===== config.mk =====
export PLATFORM = sky130hd
export DESIGN_NAME = seg7_scan_ctrl
export DESIGN_NICKNAME = d
export VERILOG_FILES = /design/src/rtl/seg7_pkg.sv /design/src/rtl/seg7_tick_gen.sv /design/src/rtl/seg7_scan_ctrl.sv
export SDC_FILE = /design/constraint.sdc
export NUM_CORES = 1
export LEC_CHECK = 0
export CORE_MARGIN = 2
export CORE_UTILIZATION = 55
export DETAILED_ROUTE_END_ITERATION = 10
export PLACE_DENSITY_LB_ADDON = 0.25
export SKIP_CTS_REPAIR_TIMING = 1
export SLEW_MARGIN = 20
export SYNTH_ARGS = -nofsm -noshare
export SYNTH_HDL_FRONTEND = slang
export SYNTH_HIERARCHICAL = 1
export SYNTH_SLANG_ARGS = --single-unit
export TNS_END_PERCENT = 20

===== constraint.sdc =====
create_clock -name clk -period 2.7 [get_ports clk]
set_clock_uncertainty 0.2 [all_clocks]
set_input_delay 0.54 -clock clk [delete_from_list [all_inputs] [get_ports clk]]
set_output_delay 0.54 -clock clk [all_outputs]
set_load 0.005 [all_outputs]

===== src/rtl/seg7_pkg.sv =====
// seg7_pkg: shared definitions for the multiplexed 7-segment scan controller.
//   SUBPHASES       - number of brightness sub-phases per digit slot
//   HEX_GLYPHS      - segment patterns (bit0 = a .. bit6 = g) for hex 0..F
//   digit_reg_t     - per-digit storage: mode (1 = hex), dot, 7 data bits
//   digit_segments  - active-high segment pattern for a stored digit
//   digit_is_blank  - true for a raw all-off digit with no dot
package seg7_pkg;

  localparam int SUBPHASES = 16;

  // Index 0 is the rightmost entry.
  localparam logic [15:0][6:0] HEX_GLYPHS = {
    7'h71, 7'h79, 7'h5E, 7'h39, 7'h7C, 7'h77, 7'h6F, 7'h7F,
    7'h07, 7'h7D, 7'h6D, 7'h66, 7'h4F, 7'h5B, 7'h06, 7'h3F
  };

  typedef struct packed {
    logic       mode;
    logic       dot;
    logic [6:0] data;
  } digit_reg_t;

  function automatic logic [6:0] digit_segments(input digit_reg_t d);
    return d.mode ? HEX_GLYPHS[d.data[3:0]] : d.data;
  endfunction

  // Hex-mode zero still shows a glyph, so only raw mode can be blank.
  function automatic logic digit_is_blank(input digit_reg_t d);
    return !d.mode && !d.dot && (d.data == 7'h00);
  endfunction

endpackage


===== src/rtl/seg7_tick_gen.sv =====
// seg7_tick_gen: divides clk into digit slots of SLOT cycles, each split
// into SUBPHASES sub-phases of SLOT/SUBPHASES cycles.
//   clk, rst  - clock; asynchronous active-low reset
//   slot_end  - one-cycle pulse on the last cycle of every slot
//   sub_end   - one-cycle pulse on the last cycle of sub-phases 0..14;
//               sub-phase 15 ends with slot_end and absorbs the remainder
module seg7_tick_gen
  import seg7_pkg::*;
#(
  parameter int SLOT = 16
) (
  input  logic clk,
  input  logic rst,
  output logic slot_end,
  output logic sub_end
);

  localparam int SUB_LEN = SLOT / SUBPHASES;
  localparam int CW      = $clog2(SLOT);

  logic [CW-1:0] slot_cnt_q, slot_cnt_d;
  logic [CW-1:0] sub_cnt_q, sub_cnt_d;

  always_comb begin
    slot_end = (slot_cnt_q == CW'(SLOT - 1));
    // Past the first fifteen sub-phases no more sub-phase ends are issued.
    sub_end  = (sub_cnt_q == CW'(SUB_LEN - 1)) &&
               (slot_cnt_q < CW'((SUBPHASES - 1) * SUB_LEN));
    slot_cnt_d = slot_end ? '0 : slot_cnt_q + CW'(1);
    sub_cnt_d  = (slot_end || sub_end) ? '0 : sub_cnt_q + CW'(1);
  end

  always_ff @(posedge clk or negedge rst) begin
    if (!rst) begin
      slot_cnt_q <= '0;
      sub_cnt_q  <= '0;
    end else begin
      slot_cnt_q <= slot_cnt_d;
      sub_cnt_q  <= sub_cnt_d;
    end
  end

endmodule


===== src/rtl/seg7_scan_ctrl.sv =====
// seg7_scan_ctrl: time-multiplexed driver for NUM_DIGITS 7-segment digits
// with a writable digit register file and 16-level PWM brightness.
//   clk, rst     - clock; asynchronous active-low reset
//   we, waddr    - write strobe and digit address (out-of-range ignored)
//   wdata, wmode - [7] dot, [6:0] raw segments or [3:0] hex nibble (wmode=1)
//   bright       - brightness 0..15, sampled at each slot start
//   blink_mask   - per-digit blink enable (only with SEG7_BLINK_EN)
//   dig_en       - digit enables, one-hot active or all inactive
//   seg, dp      - segments a..g and decimal point
//   frame_start  - one-cycle pulse as the scan enters digit 0
// Optional feature macro: SEG7_BLINK_EN adds blink_mask and the blink phase.
module seg7_scan_ctrl
  import seg7_pkg::*;
#(
  parameter  int NUM_DIGITS   = 4,
  parameter  int FPGA_FREQ    = 50_000_000,
  parameter  int REFRESH_FREQ = 150,
  parameter  int ACTIVE_LOW   = 1,
  parameter  int BLINK_FRAMES = 64,
  localparam int AW           = (NUM_DIGITS > 1) ? $clog2(NUM_DIGITS) : 1
) (
  input  logic                  clk,
  input  logic                  rst,
  input  logic                  we,
  input  logic [AW-1:0]         waddr,
  input  logic [7:0]            wdata,
  input  logic                  wmode,
  input  logic [3:0]            bright,
`ifdef SEG7_BLINK_EN
  input  logic [NUM_DIGITS-1:0] blink_mask,
`endif
  output logic [NUM_DIGITS-1:0] dig_en,
  output logic [6:0]            seg,
  output logic                  dp,
  output logic                  frame_start
);

  localparam int            SLOT = FPGA_FREQ / (REFRESH_FREQ * NUM_DIGITS);
  localparam logic          POL  = (ACTIVE_LOW != 0);
  localparam logic [AW:0]   ND_W = (AW + 1)'(NUM_DIGITS);

  generate
    if (NUM_DIGITS < 1 || NUM_DIGITS > 16) begin : g_bad_digits
      $error("seg7_scan_ctrl: NUM_DIGITS must be 1..16");
    end
    if (SLOT < SUBPHASES) begin : g_bad_slot
      $error("seg7_scan_ctrl: slot shorter than 16 cycles");
    end
    if (BLINK_FRAMES < 1) begin : g_bad_blink
      $error("seg7_scan_ctrl: BLINK_FRAMES must be at least 1");
    end
  endgenerate

  logic slot_end, sub_end;

  seg7_tick_gen #(.SLOT(SLOT)) u_tick_gen (
    .clk      (clk),
    .rst      (rst),
    .slot_end (slot_end),
    .sub_end  (sub_end)
  );

  digit_reg_t            digit_q [NUM_DIGITS];
  digit_reg_t            digit_d [NUM_DIGITS];
  logic [AW-1:0]         scan_idx_q, scan_idx_d;
  logic [3:0]            phase_q, phase_d;
  logic [3:0]            bright_q, bright_d;
  logic                  slot_first_q, slot_first_d;
  logic [NUM_DIGITS-1:0] dig_en_q, dig_en_d;
  logic [6:0]            seg_q, seg_d;
  logic                  dp_q, dp_d;
  logic                  frame_start_q, frame_start_d;
  logic [3:0]            bright_eff;
  digit_reg_t            cur;
  logic                  lit;
  logic                  blink_off;

`ifdef SEG7_BLINK_EN
  localparam int FW = $clog2(BLINK_FRAMES + 1);

  logic [FW-1:0] frame_cnt_q, frame_cnt_d;
  logic          blink_on_q, blink_on_d;
  logic          frame_end;

  always_comb begin
    frame_end   = slot_end && (scan_idx_q == AW'(NUM_DIGITS - 1));
    frame_cnt_d = frame_cnt_q;
    blink_on_d  = blink_on_q;
    if (frame_end) begin
      if (frame_cnt_q == FW'(BLINK_FRAMES - 1)) begin
        frame_cnt_d = '0;
        blink_on_d  = !blink_on_q;
      end else begin
        frame_cnt_d = frame_cnt_q + FW'(1);
      end
    end
    blink_off = !blink_on_q && blink_mask[scan_idx_q];
  end

  always_ff @(posedge clk or negedge rst) begin
    if (!rst) begin
      frame_cnt_q <= '0;
      blink_on_q  <= 1'b1;
    end else begin
      frame_cnt_q <= frame_cnt_d;
      blink_on_q  <= blink_on_d;
    end
  end
`else
  always_comb begin
    blink_off = 1'b0;
  end
`endif

  always_comb begin
    for (int i = 0; i < NUM_DIGITS; i++) begin
      digit_d[i] = digit_q[i];
    end
    if (we && ({1'b0, waddr} < ND_W)) begin
      digit_d[waddr] = '{mode: wmode, dot: wdata[7], data: wdata[6:0]};
    end

    scan_idx_d = scan_idx_q;
    if (slot_end) begin
      scan_idx_d = (scan_idx_q == AW'(NUM_DIGITS - 1)) ? '0 : scan_idx_q + AW'(1);
    end
    phase_d      = slot_end ? 4'd0 : (sub_end ? phase_q + 4'd1 : phase_q);
    slot_first_d = slot_end;

    // The slot's first cycle uses the live input so a new level applies at once.
    bright_eff = slot_first_q ? bright : bright_q;
    bright_d   = bright_eff;

    cur = digit_q[scan_idx_q];
    lit = (phase_q < bright_eff) && !digit_is_blank(cur) && !blink_off;

    dig_en_d      = (lit ? (NUM_DIGITS'(1) << scan_idx_q) : '0) ^ {NUM_DIGITS{POL}};
    seg_d         = (lit ? digit_segments(cur) : 7'h00) ^ {7{POL}};
    dp_d          = (lit & cur.dot) ^ POL;
    frame_start_d = slot_first_q && (scan_idx_q == '0);
  end

  always_ff @(posedge clk or negedge rst) begin
    if (!rst) begin
      for (int i = 0; i < NUM_DIGITS; i++) begin
        digit_q[i] <= '0;
      end
      scan_idx_q    <= '0;
      phase_q       <= '0;
      bright_q      <= '0;
      slot_first_q  <= 1'b1;
      dig_en_q      <= {NUM_DIGITS{POL}};
      seg_q         <= {7{POL}};
      dp_q          <= POL;
      frame_start_q <= 1'b0;
    end else begin
      digit_q       <= digit_d;
      scan_idx_q    <= scan_idx_d;
      phase_q       <= phase_d;
      bright_q      <= bright_d;
      slot_first_q  <= slot_first_d;
      dig_en_q      <= dig_en_d;
      seg_q         <= seg_d;
      dp_q          <= dp_d;
      frame_start_q <= frame_start_d;
    end
  end

  assign dig_en      = dig_en_q;
  assign seg         = seg_q;
  assign dp          = dp_q;
  assign frame_start = frame_start_q;

endmodule


## Word-level counts from Yosys, hierarchy flattened

Memory sizes are Yosys's and may differ from the RTL's.
Index checks and enable logic that the tools add are counted.
Widths: inputs -> output; s select.

- Logic and storage cells: 72
- Input bits: 18
- ROM bits: 112
- Memories: 1
- Register bits: 94

- Shifts and indexed selects: 1
- Eq/ne operators: 3
- Add/subtract/negate cells: 4
- Reduce and logical (&&, ||, !) cells: 13
- Bitwise operators: 6
- Mux-type cells: 16
- Order comparisons: 6

Memories:

| name | depth | bits a word | rd ports | clocked after memory_dff | write ports | line | source |
|---|---|---|---|---|---|---|---|
| (name not given) | 16 | 7 | 1 | 0 | 0 | seg7_pkg.sv:24 | `return d.mode ? HEX_GLYPHS[d.data[3:0]] : d.data;` |

Operator list:

| operator | number |
|---|---|
| $bwmux 36 | 1 |
| $add 17x1->17 const B | 2 |
| $mux 17 | 2 |
| $mux 9 | 3 |
| $mux 7 | 3 |
| $bmux 9 s2 | 1 |
| $demux 9 s2 | 1 |
| $eq 17x13->1 const B | 1 |
| $eq 17x17->1 const B | 1 |
| $lt 17x17->1 const B | 1 |
| $mux 4 | 4 |
| $logic_not 7->1 | 1 |
| $not 7->7 | 1 |
| $ge 3x3->1 const B | 2 |
| $logic_and 1x1->1 | 6 |
| $not 2->3 | 2 |
| $lt 4x5->1 const B | 1 |
| $add 4x1->4 const B | 1 |
| $lt 4x4->1 | 1 |
| $not 4->4 | 1 |
| $shl 1x2->4 const A | 1 |
| $logic_not 1->1 | 3 |
| $lt 3x1->1 const B | 1 |
| $add 2x1->2 const B | 1 |
| other kinds (7) | 7 |

## Logic depth before layout (Yosys ltp)

Gate-level depths: netlist (run 1).

- Depth in word-level cells: 11
- Mapped depth: 9
- Mapped depth without buffers: 8

## Hierarchy

Netlist (run 1), hierarchy kept.

By module, submodules not included:

| module | times used | sequential area each (um^2) | cells each | area an instance (um^2) |
|---|---|---|---|---|
| seg7_scan_ctrl | 1 | 1,517.7 | 213 | 2,861.5 |
| seg7_tick_gen | 1 | 850.8 | 179 | 1,771.7 |

## Worst setup path before layout (run 1)

Ideal clock, no wire load.

- Path type: register to register
- Start: reg scan_idx_q[0]
- End: reg seg_q[0], in the netlist seg[0]
- Cell stages (with the launch flop): 10
- Library setup time: 0.098 ns
- Data required time: 2.402 ns
- Setup slack: 0.371 ns
- Clock period less this slack: 2.329 ns
- Data arrival time: 2.031 ns
- Cells stage by stage: dfrtp_1 > buf_6 > mux4_2 > inv_1 > ha_1 > nor4b_2 > nand2_1 > and3b_1 > buf_6 > o311ai_1

- Cells in the longest elaborated chain, start to end: 11

RTL lines:

| what | line | source |
|---|---|---|
| from (decl) | seg7_scan_ctrl.sv:65 | `logic [AW-1:0] scan_idx_q, scan_idx_d;` |
| from (signal assigned) | seg7_scan_ctrl.sv:158 | `scan_idx_q <= scan_idx_d;` |
| $not 2->3 (not written as such) (*) | seg7_scan_ctrl.sv:134 | `cur = digit_q[scan_idx_q];` |
| $bmux 9 s2 (*) | seg7_scan_ctrl.sv:134 |  |
| $mux 9 (not written as such) (*) (2 in a row) | seg7_scan_ctrl.sv:134 |  |
| parallel branches: the longest is 5 deep, another holds $mem_v2 16x7 | -- |  |
| $mux 7 (*) | seg7_scan_ctrl.sv:138 | `seg_d = (lit ? digit_segments(cur) : 7'h00) ^ {7{POL}};` |
| $not 7->7 (no source line) (*) | -- |  |
| net seg_d[0] | seg7_scan_ctrl.sv:70 | `logic [6:0] seg_q, seg_d;` |
| to (signal assigned) | seg7_scan_ctrl.sv:153 | `seg_q <= {7{POL}};` |
| to (signal assigned) | seg7_scan_ctrl.sv:163 | `seg_q <= seg_d;` |
| to (decl) | seg7_scan_ctrl.sv:70 |  |

Mark *: on every way through the listed nets, which the timed path passes. The select of a mux whose other input is x is not followed.
A chain may end at the register's enable or synchronous reset.

## Worst setup path after layout (run 1)

Same ends and word-level chain as after synthesis.

==> out/qor.csv, run 1 <==
metric;value;unit
max-cap viol count;0;
DP HPWL;6120;um
DR vias;3131;
r2r startpoint;scan_idx_q[0];
TritonCTS buffer count;9;
worst skew pair latency;0.35;ns
row count;33;
CP Max Fanout;10;
Synth Flop Type;dfrtp_1;
reg2reg end;seg[0];
die width;95.8;um
H-tree depth;3;
worst reg-to-reg setup slack;0.27;ns
WL met1;4110;um
ANT cells;0;
crit-path cells;mux4_2 -> inv_1 -> ha_1 -> nor4b_2 -> nand2_1 -> and3b_1 -> o311ai_1;
vias per cell;5.71;
Min-Delay Path Class;reg -> reg;
fin crit share;90.0;%
antenna violations before repair;0;
total power;3070;uW
area leader, netlist;dfrtp_1;
Hold Fails Final Rpt;0;
Avg Inst Size Synth;11.8;um^2
I/O Buffers;30;
YS warnings;6;
Slew @ Worst Pin;0.691;ns
top post-synthesis cells by area;dfrtp_1 44%, mux2_2 9.0%, dfstp_2 7.4%;
Synth async-reset ratio;100;%
wire length on met2;4190;um
Top Ports;31;
drt drc;0;
Routed WL;8720;um
setup_tns;0;ns
Antenna Violating Nets Remaining;0;
Post-Syn Nets;427;
DRT iter0 DRCs;174;
number of global-route vias before repair;3114;
peak supply drop;0.000352;V
most frequent cells in the layout;80 x dfrtp_1, 37 x mux2_2, 33 x nand2_1;
CTS tree;done;
FF-to-FF path depth;7;
Worst EP required;2.76;ns
crit-path max cell delay;0.60;ns
Leak;0.00228;uW
clock root cell;clkbuf_8;
synth unique cells;56;
Pre-antenna DRT Iters;6;
critical path class;reg -> reg;
critical path endpoint;seg[0];
CTS sink cnt;94;
number of synthesized register bits;94;
total track usage;21.6;%
largest net degree at the start of global routing;42;
share of layout cells above drive strength 1;22.8;%
pre-CTS WS;-0.00901;ns
Final WS setup;0.270;ns
Initial Util;56.7;%
routability cong.;0.859;
EDFF count, synth;0;
CP Launch Type;flop;
Worst-path clk slew;0.09;ns
WL/cell;15.9;um
Max clock buf depth;2;
DIE HEIGHT;95.8;um
CP startpoint;scan_idx_q[0];
post-synthesis sequential area ratio;51.1;%
Area Growth Syn to Fin;16.1;%
GRT overflow;0;
Nets;474;
Top Metal Used;met4;
Max-Slew Margin vs Limit;53.6;%
outcome;finished, final reports clean;
Post-Syn Area;0.00463;mm^2
total core area;0.00818;mm^2
Worst setup EP type;flop;
Critical Path AT;2.49;ns
wire length on met3;332;um
Fmax;411;MHz
most common cell after layout, fill and taps aside;dfrtp_1;
# setup viols final;0;
die area;0.00917;mm^2
area share of the largest cell type after synthesis;43.7;%
Final Max Slew Viols;0;
Final Critical Period;2.43;ns
slowest CP cell;mux4_2;
PD cells;570;mW/mm^2
Worst Hold Launch;u_tick_gen/sub_cnt_q[0];
RSZ-0062 raised after global routing;false;
first-pass GRT wire length;15000;um
cell count after synthesis;392;
## cells in the mapped netlist, types with 5 or more instances
cell type	number
a21oi_1	7
buf_2	5
dfrtp_1	81
dfstp_2	13
ha_1	17
inv_1	14
mux2_2	37
mux2i_1	8
mux4_2	9
nand2_1	33
nand3_1	17
nand4_1	8
nor2_1	29
nor3_1	7
nor4_1	6
o21ai_0	11
xnor2_1	16
xor2_1	11
## metal layers
layer  track usage [%]  vias up
met5                 0        -
met4              7.62        0
met3              4.93        7
met2              33.6       64
met1              29.9     1566
li1                  -     1494
## report_power, final
| group | switching [uW] | internal [uW] |
|---|---|---|
| Sequential | 52.6 | 1510 |
| Clock | 472 | 635 |
| Combinational | 198 | 202 |
| Total | 723 | 2350 |
## sequential cells by signal (all words and copies together), names as in the netlist
register / count
slot_first_q: 1
seg: 7
phase_q: 4
dig_en: 4
scan_idx_q: 2
digit_q: 36
dp: 1
frame_start: 1
u_tick_gen/sub_cnt_q: 17
u_tick_gen/slot_cnt_q: 17
bright_q: 4
## final cells by class
class | count | area (um^2)
clock buffer | 11 | 141
clock inverter | 4 | 95.1
fill | 640 | 2800
inverter | 17 | 63.8
multi-input combinational | 270 | 2140
sequential | 94 | 2370
tap | 105 | 131
timing repair buffer | 47 | 440
## per-stage QoR
step	area (um^2)	instances	utilization, %	hold WS (ns)
2_1_floorplan	4630	392	-	0.0444
3_3_place_gp	5130	532	62.8	0.248
3_5_place_dp	5130	532	62.8	0.263
4_1_cts	5370	547	65.7	-0.0257
5_1_grt	5380	548	65.8	0.301
6_report	5380	548	65.8	0.272
## worst max-delay path, delay by kind of cell (launching register included)
| kind | cells | cell delay (ns) |
|---|---|---|
| AO/OA/AOI/OAI | 1 | 0.13 |
| adder cells (fa/ha/maj) | 1 | 0.18 |
| buffers and inverters | 1 | 0.15 |
| flip-flops | 1 | 0.47 |
| multiplexers | 1 | 0.60 |
| AND/OR/NAND/NOR | 3 | 0.61 |
## cells by family (layout without fill, tap and decap cells)
group / after synthesis / after routing / share of synthesized area [%]
adders and majority gates: 17 / 17 / 4.59
and+or+nand+nor: 137 / 137 / 16.1
xor gates and xnor gates: 27 / 27 / 5.10
DFF: 94 / 94 / 51.1
buffers and inverters: 28 / 79 / 2.73
AOI/OAI and AO/OA: 35 / 35 / 5.29
muxes: 54 / 54 / 15.1
## worst min-delay path by stage
stage / to / depth (start not counted)
after floorplan: bright_q[0] / 0
after global placement: u_tick_gen/sub_cnt_q[0] / 1
after detailed placement: u_tick_gen/sub_cnt_q[0] / 1
after CTS: digit_q[19] / 1
after global routing: u_tick_gen/sub_cnt_q[0] / 1
final: u_tick_gen/sub_cnt_q[0] / 1
Power figures use the tool's default switching activity.
==> run 2: changes to the inputs <==
Settings changed: CORE_UTILIZATION 55 to 35.
==> run 2 against run 1 <==
Against the previous run: first-iteration DRC count up 25%; critical path depth unchanged; die area up 55%; highest routed layer unchanged.
==> out/qor.csv, run 2 (synthesis gave the netlist of run 1 again) <==
metric;value;unit;change
outcome;finished, final reports clean;;unchanged
critical path class;reg -> reg;;unchanged
number of global-route vias before repair;3113;;was 3114
most frequent cells in the layout;81 x dfrtp_1, 37 x mux2_2, 33 x nand2_1;;was 80 x dfrtp_1, 37 x mux2_2, 33 x nand2_1
vias per cell;5.00;;was 5.71
CP startpoint;u_tick_gen/sub_cnt_q[9];;was scan_idx_q[0]
Worst Hold Launch;u_tick_gen/sub_cnt_q[0];;unchanged
PD cells;569;mW/mm^2;was 570 mW/mm^2
post-route core utilization;42.4;%;was 65.8%
clock root cell;clkbuf_16;;was clkbuf_8
H-tree depth;3;;unchanged
Hold Fails Final Rpt;0;;unchanged
antenna violations before repair;0;;unchanged
Leak;0.00231;uW;was 0.00228 uW
DR vias;3117;;was 3131
DRT iter0 DRCs;217;;was 174
largest net degree at the start of global routing;53;;was 42
Pre-antenna DRT Iters;4;;was 6
CTS sink cnt;94;;unchanged
Critical Path AT;2.55;ns;was 2.49 ns
# setup viols final;0;;unchanged
total track usage;13.8;%;was 21.6%
Final WS setup;0.221;ns;was 0.270 ns
CP Max Fanout;6;;was 10
RSZ-0062 raised after global routing;false;;unchanged
DIE HEIGHT;119;um;was 95.8 um
die area;0.0142;mm^2;was 0.00917 mm^2
Biggest register;digit_q;;unchanged
setup_tns;0;ns;unchanged
drt drc;0;;unchanged
die width;119;um;was 95.8 um
Routed WL;9160;um;was 8720 um
worst hold path depth;1;;unchanged
Initial Util;35.4;%;was 56.7%
CTS tree;done;;unchanged
Max clock buf depth;2;;unchanged
worst reg-to-reg setup slack;0.22;ns;was 0.27 ns
ANT cells;0;;unchanged
number of flip-flops in the largest register;36;;unchanged
Fmax;403;MHz;was 411 MHz
Internal;2370;uW;was 2350 uW
peak supply drop;0.000275;V;was 0.000352 V
share of layout cells above drive strength 1;23.3;%;was 22.8%
max-cap viol count;0;;unchanged
Max-Slew Margin vs Limit;59.6;%;was 53.6%
GRT overflow;0;;unchanged
Nets;477;;was 474
register area;0.00237;mm^2;about the same
Clk pwr share;37.3;%;was 36.1%
Hold EP;u_tick_gen/sub_cnt_q[0];;unchanged
Min-Delay Path Class;reg -> reg;;unchanged
FF-to-FF path depth;7;;unchanged
most common cell after layout, fill and taps aside;dfrtp_1;;unchanged
routability cong.;0.785;;was 0.859
reg2reg end;phase_q[3];;was seg[0]
Largest regs;digit_q: 36 flops, u_tick_gen/slot_cnt_q: 17 flops, u_tick_gen/sub_cnt_q: 17 flops;;unchanged
Worst EP required;2.77;ns;was 2.76 ns
Antenna Violating Nets Remaining;0;;unchanged
DP HPWL;6570;um;was 6120 um
pre-CTS WS;0.163;ns;was -0.00901 ns
Final Max Slew Viols;0;;unchanged
switching component of the power;778;uW;was 723 uW
Fillers;1190;;was 640
Area Growth Syn to Fin;19.7;%;was 16.1%
Final Critical Period;2.48;ns;was 2.43 ns
worst skew pair latency;0.33;ns;was 0.35 ns
Sw Ratio;24.7;%;was 23.5%
total core area;0.0131;mm^2;was 0.00818 mm^2
CP Launch Type;flop;;unchanged
WL/cell;14.7;um;was 15.9 um
Worst-path clk slew;0.07;ns;was 0.09 ns
row count;42;;was 33
first-pass GRT wire length;15700;um;was 15000 um
Top Ports;31;;unchanged
Worst setup EP type;flop;;unchanged
multi-input logic area;0.00214;mm^2;unchanged
Slew @ Worst Pin;0.602;ns;was 0.691 ns
fin crit share;91.8;%;was 90.0%
Comb power frac;13.1;%;was 13.0%
Sequential Power Share;49.6;%;was 50.9%
r2r startpoint;u_tick_gen/sub_cnt_q[9];;was scan_idx_q[0]
I/O Buffers;30;;unchanged
TritonCTS buffer count;9;;unchanged
==> run 2: critical path: stages (launching register included) <==
cell	delay (ns)
dfrtp_1	0.45
or4b_1	0.55
nor4_1	0.29
nand4_1	0.13
nor2_1	0.37
nand4_1	0.17
xor2_1	0.16
nor2_1	0.08
==> run 2: through the flow <==
| step | total power [uW] | hold slack, ns | cell area, um^2 | instances |
|---|---|---|---|---|
| detailed placement | 2000 | 0.230 | 5260 | 606 |
| floorplan | 1840 | 0.0444 | 4630 | 392 |
| CTS | 3190 | -0.134 | 5530 | 622 |
| global placement | 1990 | 0.228 | 5260 | 606 |
| finish | 3150 | 0.260 | 5540 | 623 |
| global route | 3310 | 0.298 | 5540 | 623 |
==> run 2: final cells by class <==
class,instances,share of cell area [%]
Clock buffer,11,4.38
Clock inverter,5,0.632
Inverter,17,1.15
Multi-Input combinational cell,270,38.6
Sequential cell,94,42.7
Tap cell,176,3.97
Timing Repair Buffer,50,8.58
==> run 2: per-layer routing <==
metal  up-vias  wire length, um  track usage, %
li1       1511                -               -
met1      1538             4250            17.9
met2        55             4490            23.0
met3        13              312            2.78
met4         0              110            4.76
met5         -                0               0
==> run 2: worst max path at each step <==
stage	slack (ns)	to	cells after the start
floorplan	0.37	seg[0]	9
global placement	0.18	seg[1]	9
detailed placement	0.16	seg[1]	9
CTS	0.23	seg[0]	8
global route	0.07	phase_q[3]	7
finish	0.22	phase_q[3]	7
==> run 2: power groups by stage <==
stage | clock network (uW) | registers [uW] | logic (uW)
4_1_cts | 1220 | 1560 | 414
3_5_place_dp | 0 | 1590 | 413
6_report | 1180 | 1560 | 412
3_3_place_gp | 0 | 1590 | 400
2_1_floorplan | 0 | 1570 | 275
5_1_grt | 1280 | 1580 | 455
